## config.mk

```make
export PLATFORM = sky130hd
export DESIGN_NAME = name_run_encoder
export DESIGN_NICKNAME = d
export VERILOG_FILES = /design/src/rtl/name_run_encoder.sv
export SDC_FILE = /design/constraint.sdc
export NUM_CORES = 1
export LEC_CHECK = 0
export ABC_AREA = 1
export BUFFER_PORTS_ARGS = -buffer_cell sky130_fd_sc_hd__buf_4
export CAP_MARGIN = 20
export CORE_MARGIN = 5
export CORE_UTILIZATION = 40
export CTS_CLUSTER_DIAMETER = 60
export CTS_CLUSTER_SIZE = 28
export DETAILED_ROUTE_END_ITERATION = 8
export GPL_ROUTABILITY_DRIVEN = 0
export SLEW_MARGIN = 20
export SYNTH_ARGS = -nofsm -noshare
export SYNTH_HDL_FRONTEND = slang
export SYNTH_SLANG_ARGS = --single-unit
export TNS_END_PERCENT = 30
```

## constraint.sdc

```tcl
create_clock -name clk -period 5.99 [get_ports clk]
set_input_delay 0.2995 -clock clk [delete_from_list [all_inputs] [get_ports clk]]
set_output_delay 0.2995 -clock clk [all_outputs]
set_load 0.01 [all_outputs]
```

## src/rtl/name_run_encoder.sv

```systemverilog
// Run-length encoder for 128-bit name words; emits {word, count[31:0]} records, splitting runs at MAX_RUN.
// Optional per-block statistics counters are enabled by defining NAME_ENC_STATS_EN.
module name_run_encoder #(
  parameter int          DATA_W  = 128,
  parameter logic [31:0] MAX_RUN = 32'hFFFF_FFFF
) (
  input  logic               clk,
  input  logic               rst_n,
  input  logic               in_valid,
  output logic               in_ready,
  input  logic [DATA_W-1:0]  in_data,
  input  logic               in_last,
  output logic               out_valid,
  input  logic               out_ready,
  output logic [DATA_W+31:0] out_data,
  output logic               busy
`ifdef NAME_ENC_STATS_EN
  ,
  output logic [31:0]        words_in,
  output logic [31:0]        records_out
`endif
);

  typedef enum logic [1:0] {IDLE, ACCUM, FLUSH} state_t;

  state_t              state_q, state_d;
  logic [DATA_W-1:0]   word_q, word_d;
  logic [31:0]         cnt_q, cnt_d;
  logic                out_vld_q, out_vld_d;
  logic [DATA_W+31:0]  out_dat_q, out_dat_d;

  logic                slot_free;
  logic                accept;
  logic                same_word;
  logic                at_max;
  logic                load;
  logic [DATA_W-1:0]   load_word;
  logic [31:0]         load_cnt;

  assign slot_free = !out_vld_q || out_ready;
  assign in_ready  = slot_free && (state_q != FLUSH);
  assign accept    = in_valid && in_ready;
  assign same_word = (in_data == word_q);
  assign at_max    = (cnt_q >= MAX_RUN);

  always_comb begin
    state_d   = state_q;
    word_d    = word_q;
    cnt_d     = cnt_q;
    out_vld_d = out_vld_q && !out_ready;
    out_dat_d = out_dat_q;
    load      = 1'b0;
    load_word = word_q;
    load_cnt  = cnt_q;

    case (state_q)
      IDLE: begin
        if (accept) begin
          word_d = in_data;
          cnt_d  = 32'd1;
          if (in_last) begin
            load      = 1'b1;
            load_word = in_data;
            load_cnt  = 32'd1;
          end else begin
            state_d = ACCUM;
          end
        end
      end
      ACCUM: begin
        if (accept) begin
          if (same_word && !at_max) begin
            cnt_d = cnt_q + 32'd1;
            if (in_last) begin
              load     = 1'b1;
              load_cnt = cnt_q + 32'd1;
              state_d  = IDLE;
            end
          end else begin
            // Close the current run; the incoming beat opens a fresh one.
            load   = 1'b1;
            word_d = in_data;
            cnt_d  = 32'd1;
            if (in_last) state_d = FLUSH;
          end
        end
      end
      FLUSH: begin
        if (slot_free) begin
          load    = 1'b1;
          state_d = IDLE;
        end
      end
      default: state_d = IDLE;
    endcase

    // Every load happens with the slot free, so reloading over a draining record never drops data.
    if (load) begin
      out_vld_d = 1'b1;
      out_dat_d = {load_word, load_cnt};
    end
  end

  always_ff @(posedge clk or negedge rst_n) begin
    if (!rst_n) begin
      state_q   <= IDLE;
      word_q    <= '0;
      cnt_q     <= '0;
      out_vld_q <= 1'b0;
      out_dat_q <= '0;
    end else begin
      state_q   <= state_d;
      word_q    <= word_d;
      cnt_q     <= cnt_d;
      out_vld_q <= out_vld_d;
      out_dat_q <= out_dat_d;
    end
  end

  assign out_valid = out_vld_q;
  assign out_data  = out_dat_q;
  assign busy      = (state_q != IDLE) || out_vld_q;

`ifdef NAME_ENC_STATS_EN
  logic [31:0] words_in_q, records_out_q;

  always_ff @(posedge clk or negedge rst_n) begin
    if (!rst_n) begin
      words_in_q    <= '0;
      records_out_q <= '0;
    end else begin
      if (accept)                 words_in_q    <= words_in_q + 32'd1;
      if (out_vld_q && out_ready) records_out_q <= records_out_q + 32'd1;
    end
  end

  assign words_in    = words_in_q;
  assign records_out = records_out_q;
`endif

endmodule

```

==> impl_metrics.sql <==
INSERT INTO impl_metrics (metric_group, metric, value, unit) VALUES
('timing', 'grt_setup_unrepaired', 'false', ''),
('critical_path', 'worst_path_largest_cell_delay', '0.78', 'ns'),
('critical_path', 'worstSetupEndpointType', 'register', ''),
('min_path', 'holdCritPathClass', 'input pin to register', ''),
('yosys', 'synth_common_cells', '1275 x sky130_fd_sc_hd__nand2_1, 323 x sky130_fd_sc_hd__dfrtp_1, 320 x sky130_fd_sc_hd__inv_1', ''),
('power_and_ir_drop', 'share_of_power_burned_in_the_clock_network', '22.3', '%'),
('power_and_ir_drop', 'power.combinational.fraction', '42.0', '%'),
('floorplan', 'placementRows', '78', ''),
('grt', 'grt_pass1_wl', '91900', 'µm'),
('detailed_routing', 'wl', '58900', 'µm'),
('critical_path', 'reg2reg_launch_point', 'word_q[26]', ''),
('floorplan', 'core-area', '45400', 'µm²'),
('cells_and_area', 'filler_cell_count', '4567', ''),
('yosys', 'synth_ff_type', 'sky130_fd_sc_hd__dfrtp_1', ''),
('grt', 'first_global_vias', '16200', ''),
('yosys', 'postSynth.asyncResetShare', '100', '%'),
('critical_path', 'cp_cell_sequence', 'xnor2_1 > nand2_1 > nor2_1 > nand2_1 > nor2_1 > nand2_1 > nor2_1 > nand3_2 > nand2_1 > nand2_1 > nand3_2 > nand2_8 > inv_6 > buf_4 > nand2_1 > nand2_1', ''),
('critical_path', 'cp_max_fo', '103', ''),
('power_and_ir_drop', 'p_int', '5980', 'µW'),
('floorplan', 'number_of_top_level_pins', '296', ''),
('cts', 'numClockSinks', '323', ''),
('yosys', 'synth.cell_area', '18400', 'µm²'),
('yosys', 'synth_cell_type_count', '33', ''),
('yosys', 'synth.most_common_cell', 'sky130_fd_sc_hd__nand2_1', ''),
('yosys', 'yosys_warnings', '0', ''),
('critical_path', 'reg2reg_depth', '16', ''),
('yosys', 'ys_ff_latch', '323', ''),
('grt', 'track_usage', '22.9', '%'),
('critical_path', 'slowest_cell_on_the_critical_path', 'sky130_fd_sc_hd__inv_6', ''),
('cts', 'clockRootBuffer', 'sky130_fd_sc_hd__clkbuf_16', ''),
('power_and_ir_drop', 'netSwitchingFraction', '43.7', '%'),
('power_and_ir_drop', 'power_density', '478', 'nW/µm²'),
('yosys', 'synth_enable_flop_cells', '0', ''),
('timing', 'slew_headroom', '31.7', '%'),
('detailed_routing', 'detailroute.via_count', '17400', ''),
('cts', 'htreeDepth', '2', ''),
('detailed_routing', 'final_antenna_net_count', '0', ''),
('detailed_routing', 'wl_per_cell', '16.5', 'µm'),
('critical_path', 'cp.arrival', '4.72', 'ns'),
('detailed_routing', 'initialDrtViolationCount', '1462', ''),
('critical_path', 'timing.critical_path.to', 'out_data[59]', ''),
('grt', 'antenna_found_initial', '6', ''),
('critical_path', 'startpoint', 'word_q[26]', ''),
('critical_path', 'cp-start-kind', 'register', ''),
('cts', 'cts_tree', 'done', ''),
('cells_and_area', 'final_net_count', '3084', ''),
('yosys', 'syn_nets', '2850', ''),
('timing', 'fmax', '235', 'MHz'),
('cts', 'clock_transition_at_the_registers_of_the_reported_paths', '0.08', 'ns'),
('timing', 'timing.final.hold_violations', '0', ''),
('critical_path', 'critical_path.reg2reg.endpoint', 'out_data[59]', ''),
('yosys', 'mean_instance_size_in_the_synthesized_netlist', '6.77', 'µm²'),
('floorplan', 'initial_core_util', '40.5', '%'),
('yosys', 'synth.area.top_cells', 'sky130_fd_sc_hd__dfrtp_1 44%, sky130_fd_sc_hd__nand2_1 26%, sky130_fd_sc_hd__o21ai_0 7.4%', ''),
('detailed_routing', 'detail_routed_via_count_per_cell', '4.85', ''),
('placed_design', 'place.detailed.hpwl', '41900', 'µm'),
('cells_and_area', 'layout-area-overhead-vs-synth', '20.9', '%'),
('power_and_ir_drop', 'total_power', '10600', 'µW'),
('power_and_ir_drop', 'switchingPower', '4640', 'µW'),
('cells_and_area', 'final_layout_size_suffix_gt1_share', '13.1', '%'),
('run_status', 'outcome', 'finished, final reports clean', ''),
('yosys', 'synth.largest_area_cell', 'sky130_fd_sc_hd__dfrtp_1', ''),
('cells_and_area', 'sequential_cell_area', '8080', 'µm²'),
('timing', 'worst-slew-pin-transition', '1.02', 'ns'),
('timing', 'timing.clock.skew', '0.0263', 'ns'),
('placed_design', 'io_buffers', '295', ''),
('yosys', 'synthesis.instances', '2715', ''),
('yosys', 'seq_area_frac_synth', '44.0', '%'),
('timing', 'finalSetupViolCount', '0', ''),
('cts', 'total_of_cells_resized_after_clock_tree_synthesis', '0', ''),
('critical_path', 'reg2reg_slack', '1.74', 'ns');
state kept, by name (all words and copies together), names as in the netlist:
name,flops
cnt_q,32
out_data,160
out_valid,1
state_q,2
word_q,128
cells in the final DEF (no fill, tap or decap), drive strengths merged:
master       count
a21oi            4
and2             5
buf            308
bufinv           3
clkbuf          39
clkinv           6
clkinvlp         4
dfrtp          323
diode            3
dlygate4sd3      1
ha               2
inv            334
nand2         1278
nand3           71
nand4           22
nor2           159
nor3            11
nor4             7
o21ai          272
o221ai           1
o22ai           31
o31ai            1
xnor2           31
xor2            61
critical path, delay by kind of cell, from the launching register on:
kind,cells,cell delay (ns)
xor+xnor,1,0.30
buf+inv,2,1.22
flops,1,0.40
simple gates,13,2.04
metal layers:
layer	routed length [µm]	share of wire, %	global-route usage, %
met4	1700	2.9	7.25
met2	27300	46	36.3
met3	3790	6.4	4.36
met5	34	0.058	0
met1	26100	44	32.0
worst min path at each step:
stage                startpoint            end  slack, ns  depth (start not counted)
floorplan                 rst_n       cnt_q[0]      0.004                          0
global placement          rst_n  out_data[114]       0.45                          1
detailed placement        rst_n  out_data[115]       0.45                          1
CTS                 in_data[45]     word_q[45]     0.0006                          3
global route        in_data[39]     word_q[39]       0.04                          3
finish              in_data[45]     word_q[45]       0.04                          3
metrics by stage:
stage / std cells / cell area (µm²) / hold WS [ns] / utilization, % / worst slack, ns
floorplan: 2715 / 18400 / 0.00391 / - / 3.91
global placement: 3510 / 20900 / 0.448 / 46.1 / 1.77
detailed placement: 3511 / 20900 / 0.452 / 46.2 / 1.68
CTS: 3574 / 22200 / 0.000588 / 48.9 / 1.66
global route: 3576 / 22200 / 0.0363 / 48.9 / 1.38
finish: 3577 / 22200 / 0.0378 / 48.9 / 1.74
timing repair:
action,in CTS,in global routing
hold buffers,1,0
endpoints found under the setup margin,0,0
hold endpoints to repair,112,0
cell families after synthesis:
group / share of synthesized area [%]
adder cells (fa/ha/maj): 0.136
XOR/XNOR: 4.39
AND/OR/NAND/NOR: 33.1
buffers and inverters: 9.76
AO/OA/AOI/OAI: 8.66
flip-flops: 44.0
power by group through the flow:
| stage | clock network (µW) | logic (µW) | registers, µW |
|---|---|---|---|
| 6_report | 2370 | 4460 | 3780 |
| 5_1_grt | 2520 | 5100 | 3900 |
| 4_1_cts | 2430 | 4530 | 3780 |
| 3_5_place_dp | 0 | 4520 | 3810 |
| 3_3_place_gp | 0 | 4420 | 3770 |
| 2_1_floorplan | 0 | 2760 | 3800 |
layout make-up:
cell class	instances	area share (%)
clock buffers	39	4.29
inverters	324	5.50
multi-input cells	1956	38.4
flip-flops and latches	323	36.4
well taps	600	3.38
clock inverters	23	1.32
repair buffers	309	10.7
diodes	3	0.0338
Power figures use the tool's default switching activity.
